$ cat src/rtl/pipe_stage_buffer_if.sv
// ============================================================================
// Module : pipe_stage_buffer_if
// Brief  : Valid/ready handshake bundle for one pipeline-stage buffer.
// Rev    : 1.0  initial release
// ============================================================================
`default_nettype none

interface pipe_stage_buffer_if #(
  parameter int WIDTH = 64
);
  logic             in_valid;
  logic             in_ready;
  logic [WIDTH-1:0] in_data;
  logic             out_valid;
  logic             out_ready;
  logic [WIDTH-1:0] out_data;

  // slave is the buffer's view; master is the surrounding pipeline's view
  modport slave (
    input  in_valid, in_data, out_ready,
    output in_ready, out_valid, out_data
  );

  modport master (
    output in_valid, in_data, out_ready,
    input  in_ready, out_valid, out_data
  );
endinterface

`default_nettype wire

$ cat src/rtl/pipe_stage_buffer.sv
// ============================================================================
// Module : pipe_stage_buffer
// Brief  : Parametrised pipeline-stage register with optional skid entry.
// Rev    : 1.0  initial release
// ============================================================================
`default_nettype none

module pipe_stage_buffer #(
  parameter int WIDTH = 64,
  parameter int SKID  = 1
) (
  input  wire logic          clk,
  input  wire logic          reset,
  input  wire logic          flush,
  pipe_stage_buffer_if.slave bus,
  output logic [1:0]         occupancy
);

  // State encoding doubles as the occupancy count
  localparam logic [1:0] c_EMPTY = 2'd0;
  localparam logic [1:0] c_ONE   = 2'd1;
  localparam logic [1:0] c_FULL  = 2'd2;

  logic [1:0]       r_state;
  logic [1:0]       w_state_nxt;
  logic [WIDTH-1:0] r_main;
  logic [WIDTH-1:0] w_skid_q;
  logic             w_in_ready;
  logic             w_out_valid;
  logic             w_accept;
  logic             w_emit;
  logic             w_load_main;
  logic             w_main_from_skid;
  logic             w_load_skid;

  assign w_out_valid = (r_state != c_EMPTY);
  assign w_accept    = bus.in_valid & w_in_ready;
  assign w_emit      = w_out_valid & bus.out_ready;

  always_comb begin
    w_state_nxt      = r_state;
    w_load_main      = 1'b0;
    w_main_from_skid = 1'b0;
    w_load_skid      = 1'b0;
    case (r_state)
      c_EMPTY: begin
        if (w_accept) begin
          w_state_nxt = c_ONE;
          w_load_main = 1'b1;
        end
      end
      c_ONE: begin
        if (w_accept && w_emit) begin
          w_load_main = 1'b1;
        end else if (w_accept) begin
          if (SKID != 0) begin
            w_state_nxt = c_FULL;
            w_load_skid = 1'b1;
          end
        end else if (w_emit) begin
          w_state_nxt = c_EMPTY;
        end
      end
      c_FULL: begin
        if (w_emit) begin
          w_state_nxt      = c_ONE;
          w_load_main      = 1'b1;
          w_main_from_skid = 1'b1;
        end
      end
      default: w_state_nxt = c_EMPTY;
    endcase
    // Squash wins: any word accepted this cycle is dropped with the rest
    if (flush) begin
      w_state_nxt = c_EMPTY;
      w_load_main = 1'b0;
      w_load_skid = 1'b0;
    end
  end

  always_ff @(posedge clk or posedge reset) begin
    if (reset) begin
      r_state <= c_EMPTY;
    end else begin
      r_state <= w_state_nxt;
    end
  end

  // A flush of a live entry leaves a zero NOP bubble; an empty stage keeps its last word
  always_ff @(posedge clk or posedge reset) begin
    if (reset) begin
      r_main <= '0;
    end else if (flush && (r_state != c_EMPTY)) begin
      r_main <= '0;
    end else if (w_load_main) begin
      r_main <= w_main_from_skid ? w_skid_q : bus.in_data;
    end
  end

  generate
    if (SKID != 0) begin : g_skid
      logic [WIDTH-1:0] r_skid;
      logic             r_in_ready;

      always_ff @(posedge clk or posedge reset) begin
        if (reset) begin
          r_skid <= '0;
        end else if (flush) begin
          r_skid <= '0;
        end else if (w_load_skid) begin
          r_skid <= bus.in_data;
        end
      end

      // Registered ready cuts the out_ready -> in_ready timing path
      always_ff @(posedge clk or posedge reset) begin
        if (reset) begin
          r_in_ready <= 1'b1;
        end else begin
          r_in_ready <= (w_state_nxt != c_FULL);
        end
      end

      assign w_skid_q   = r_skid;
      assign w_in_ready = r_in_ready;
    end else begin : g_single
      assign w_skid_q   = '0;
      assign w_in_ready = ~w_out_valid | bus.out_ready;
    end
  endgenerate

  assign bus.in_ready  = w_in_ready;
  assign bus.out_valid = w_out_valid;
  assign bus.out_data  = r_main;
  assign occupancy     = r_state;

endmodule

`default_nettype wire
$ cat src/flat_wrapper.sv
// flat-port wrapper written by rule: the top's interface ports become plain ports
module pipe_stage_buffer_flat 
#(
  parameter int WIDTH = 64,
  parameter int SKID  = 1
)
  (clk, reset, flush, occupancy, bus_in_valid, bus_in_data, bus_out_ready, bus_in_ready, bus_out_valid, bus_out_data);
  pipe_stage_buffer_if #(.WIDTH(WIDTH)) bus_i ();
  input  wire logic clk;
  input  wire logic reset;
  input  wire logic flush;
  output logic [1:0] occupancy;
  input wire logic [$bits(bus_i.in_valid)-1:0] bus_in_valid;
  input wire logic [$bits(bus_i.in_data)-1:0] bus_in_data;
  input wire logic [$bits(bus_i.out_ready)-1:0] bus_out_ready;
  output wire logic [$bits(bus_i.in_ready)-1:0] bus_in_ready;
  output wire logic [$bits(bus_i.out_valid)-1:0] bus_out_valid;
  output wire logic [$bits(bus_i.out_data)-1:0] bus_out_data;
  assign bus_i.in_valid = bus_in_valid;
  assign bus_i.in_data = bus_in_data;
  assign bus_i.out_ready = bus_out_ready;
  assign bus_in_ready = bus_i.in_ready;
  assign bus_out_valid = bus_i.out_valid;
  assign bus_out_data = bus_i.out_data;
  pipe_stage_buffer #(.WIDTH(WIDTH), .SKID(SKID)) u_core (.clk(clk), .reset(reset), .flush(flush), .bus(bus_i), .occupancy(occupancy));
endmodule
$ cat config.mk
export PLATFORM = sky130hd
export DESIGN_NAME = pipe_stage_buffer_flat
export DESIGN_NICKNAME = d
export VERILOG_FILES = /design/src/rtl/pipe_stage_buffer_if.sv /design/src/rtl/pipe_stage_buffer.sv /design/src/flat_wrapper.sv
export SDC_FILE = /design/constraint.sdc
export NUM_CORES = 1
export LEC_CHECK = 0
export CORE_MARGIN = 1
export CORE_UTILIZATION = 51
export CTS_CLUSTER_DIAMETER = 150
export CTS_CLUSTER_SIZE = 30
export DETAILED_ROUTE_END_ITERATION = 6
export PLACE_DENSITY = 0.83
export SLEW_MARGIN = 30
export SYNTH_ARGS = -nofsm -noshare
export SYNTH_HDL_FRONTEND = slang
export SYNTH_SLANG_ARGS = --single-unit
$ cat constraint.sdc
create_clock -name clk -period 6.6 [get_ports clk]
set_clock_uncertainty 0.2 [all_clocks]
set_input_delay 1.32 -clock clk [delete_from_list [all_inputs] [get_ports clk]]
set_output_delay 1.32 -clock clk [all_outputs]
set_load 0.1 [all_outputs]
==> impl_metrics.yaml <==
clocking:
  number_of_buffers_inserted_to_repair_setup_after_cts: 0
  insertion_delay_ps: 420
  ctsResizeCount: 0
  cts_tree: "yes"
  numClockSinks: 131
  numCtsBuffers: 17
  hold_buffers: 0
  clock_tree.buffer_depth: 2
  path_clk_slew_ps: 50
  cts_max_level: 4
  cts_root_buf: "clkbuf_16"
die:
  start_util_pct: 52.92
  die_w_um: 111.5
  placement_rows: 39
  top_level_ports: 137
  die_h_um: 111.5
  placeableCoreArea_mm2: 0.01156
  design.die.area_mm2: 0.01244
critical_path:
  worst-r2r-setup-slack_ps: 3080
  worstSetupPathType: "input port to flop"
  start_kind: "input port"
  timing.critical_path.slowest_cell_delay_ps: 740
  reg2reg_capture_point: "u_core.bus.out_data[31]"
  cp_common_cell: "buf_4"
  critical_path.cell_chain: "clkdlybuf4s50_1 -> inv_2 -> o221ai_4 -> buf_4 -> a21boi_4 -> buf_4 -> o2bb2ai_1"
  setup.worst_path.end_class: "flop"
  arrival_ps: 4460
  path_max_fanout: 47
  cp.required_ps: 6730
  critical_path.reg2reg.startpoint: "u_core.occupancy[1]"
  critPathSlowestCell: "clkdlybuf4s50_1"
  r2r_cells: 6
routing:
  met1_layer_wirelength_in_the_final_routing_um: 6409
  drt_first_pass_iters: 7
  route.vias.total: 4577
  totalWireLength_um: 15120
  top_layer: "met4"
  drt-wirelength-per-cell_um: 20.49
  ant_nets: 0
  via_per_inst: 6.202
  met3RoutedLength_um: 754
  drcViolationCount: 6
  detailedRoute.firstIterationViolations: 314
  routed-wl-met2_um: 7709
sta:
  setup_failing_eps_final: 0
  final.setup.worst_slack_ps: 2271
  worst_pin_slew_ps: 1009
  worst_slew_margin_rel_pct: 32.52
  final.period_utilization_pct: 65.58
  timing.fmax_ghz: 0.2310
  final.setup.tns_ps: 0
  final_hold_viol_count: 0
  report.final.slew_viol_count: 0
  min_period_ps: 4329
  grt_setup_unrepaired: "false"
pwr:
  vdd_ir_drop_max_v: 0.0001812
  leakage_nw: 3.742
  switching_power_mw: 1.092
  power_density_mw_per_mm2: 350.9
  clockPowerShare_pct: 33.0
  power_frac_seq_pct: 33.8
  totalPowerFinal_mw: 2.814
  p_sw_share_pct: 38.79
  p_comb_share_pct: 33.2
  power.internal_mw: 1.722
logic_synthesis:
  syn_area_per_cell_um2: 13.25
  synth_enable_flop_cells: 0
  dominantRegCellSynth: "dfrtp_1"
  synth.distinct_cells: 38
  syn-num-nets: 531
  synthesis.yosys.warnings: 0
  async_flop_share_pct: 100.0
  synth.ff_latch_count: 131
  yosysSeqAreaShare_pct: 53.59
  count_of_mapped_cells_out_of_synthesis: 462
  post_synthesis_cell_area_mm2: 0.006120
global_route:
  global_route_usage_over_all_layers_pct: 25.68
  grt_pass1_wl_um: 24840
  grt_pass1_vias: 4746
  number_of_antenna_violations_at_the_first_check_in_global_routing: 0
  grt_max_degree: 81
  grt.overflow.total: 0
final_layout:
  final_layout_size_suffix_gt1_share_pct: 16.81
  final_area_mm2: 0.008019
  antenna_cells_inserted: 0
  n_fill_cell: 810
  synthToLayoutAreaGrowth_pct: 31.04
  final_net_count: 651
  final_cell_count_no_fill: 738
  ff_latch_area_mm2: 0.003279
  multi_input_comb_area_mm2: 0.002530
run_status:
  run_status: "finished, violations left"
  failed_checks: "DRC"
hold_path:
  min_path_type: "flop to flop"
  whs_path_cells: 1
  whs_endpoint: "u_core.bus.out_data[34]"
  timing.hold.worst.start: "u_core.bus.out_data[34]"
placement:
  routabilityCongestion: 0.8788
  placement.cell_area_mm2: 0.007412
  placed_cells_incl_taps: 705
  dp.final_hpwl_um: 9430
  dp_worst_setup_slack_ps: 1803
  io_buffer_count: 136
flow_run:
  timing.max_cap.violations: 0
layout make-up:
cell class / instances / area share, %
clock buffer: 22 / 6.038
clock inverter: 10 / 1.311
inverter: 4 / 0.2496
multi-input combinational: 285 / 31.55
sequential: 131 / 40.90
tap: 143 / 2.231
timing repair buffer: 143 / 17.73
Yosys cell counts (all sizes together), types with 4 or more instances:
cell type	n	share of area (%)
a211oi	12	1.5
o32a	6	0.98
nor4	6	0.61
a21oi	31	2.6
dfrtp	130	53
nor2	32	2.0
o21ai	13	1.2
a22o	64	9.2
clkbuf	4	0.25
buf	38	5.2
mux2i	46	7.5
o2bb2ai	46	11
inv	4	0.25
o21bai	12	2.0
sequential cells by signal, summed over array words and instances, names as in the netlist:
register	count
u_core.occupancy	2
u_core.bus.out_data	64
u_core.bus.in_ready	1
u_core.g_skid.r_skid	64
per-stage QoR:
step	hold WS (ps)	util, %
2_1_floorplan	272.2	-
3_3_place_gp	276.7	64.09
3_5_place_dp	281.4	64.09
4_1_cts	299.6	69.19
5_1_grt	311.7	69.34
6_report	291.5	69.34
kinds of logic after synthesis:
logic type	count (synthesis)	share of synthesized area (%)
buf+inv	46	5.643
simple gates	50	4.294
mux	46	7.524
compound gates	188	28.81
flops	131	53.59
xor+xnor	1	0.1431
per-layer routing:
layer,track usage [%],up-vias
met5,0,-
met4,9.550,0
met3,6.042,28
met2,42.63,175
met1,32.89,2363
li1,-,2011
worst max path at each step:
stage	start	endpoint	cells after the start
floorplan	reset	u_core.bus.out_data[0]	1
global placement	flush	u_core.bus.out_data[30]	7
detailed placement	flush	u_core.bus.out_data[31]	7
CTS	flush	u_core.bus.out_data[31]	7
global route	flush	u_core.bus.out_data[27]	7
finish	flush	u_core.bus.out_data[31]	7
worst max-delay path: cells and delay by family:
| kind | cells | cell delay [ps] |
|---|---|---|
| buf+inv | 4 | 2240 |
| compound gates | 3 | 850 |
power by group through the flow:
stage          Sequential, mW  Combinational (mW)  Clock (mW)
2_1_floorplan            1.45               0.210           0
3_3_place_gp            0.960               0.921           0
3_5_place_dp            0.960               0.935           0
4_1_cts                 0.950               0.938       0.941
5_1_grt                 0.960               0.964       0.983
6_report                0.950               0.935       0.929
cells in the final DEF, fill, tap and decap left out, drive strengths merged:
master / n
a31oi: 1
dfrtp: 130
buf: 7
o21a: 1
clkbuf: 22
a211oi: 12
nand3b: 2
o21bai: 12
nor2b: 1
dfstp: 1
o2bb2ai: 46
a21oi: 31
nand2: 2
nor2: 32
a22o: 64
o32a: 6
and2b: 1
clkinvlp: 2
o221ai: 1
mux2i: 46
nor4: 6
nand2b: 2
and3b: 1
o21ai: 13
xnor2: 1
a21boi: 1
clkinv: 6
nor3: 1
clkdlybuf4s50: 136
bufinv: 2
inv: 4
or3: 2
No activity file was read; power rests on OpenSTA's default activity.
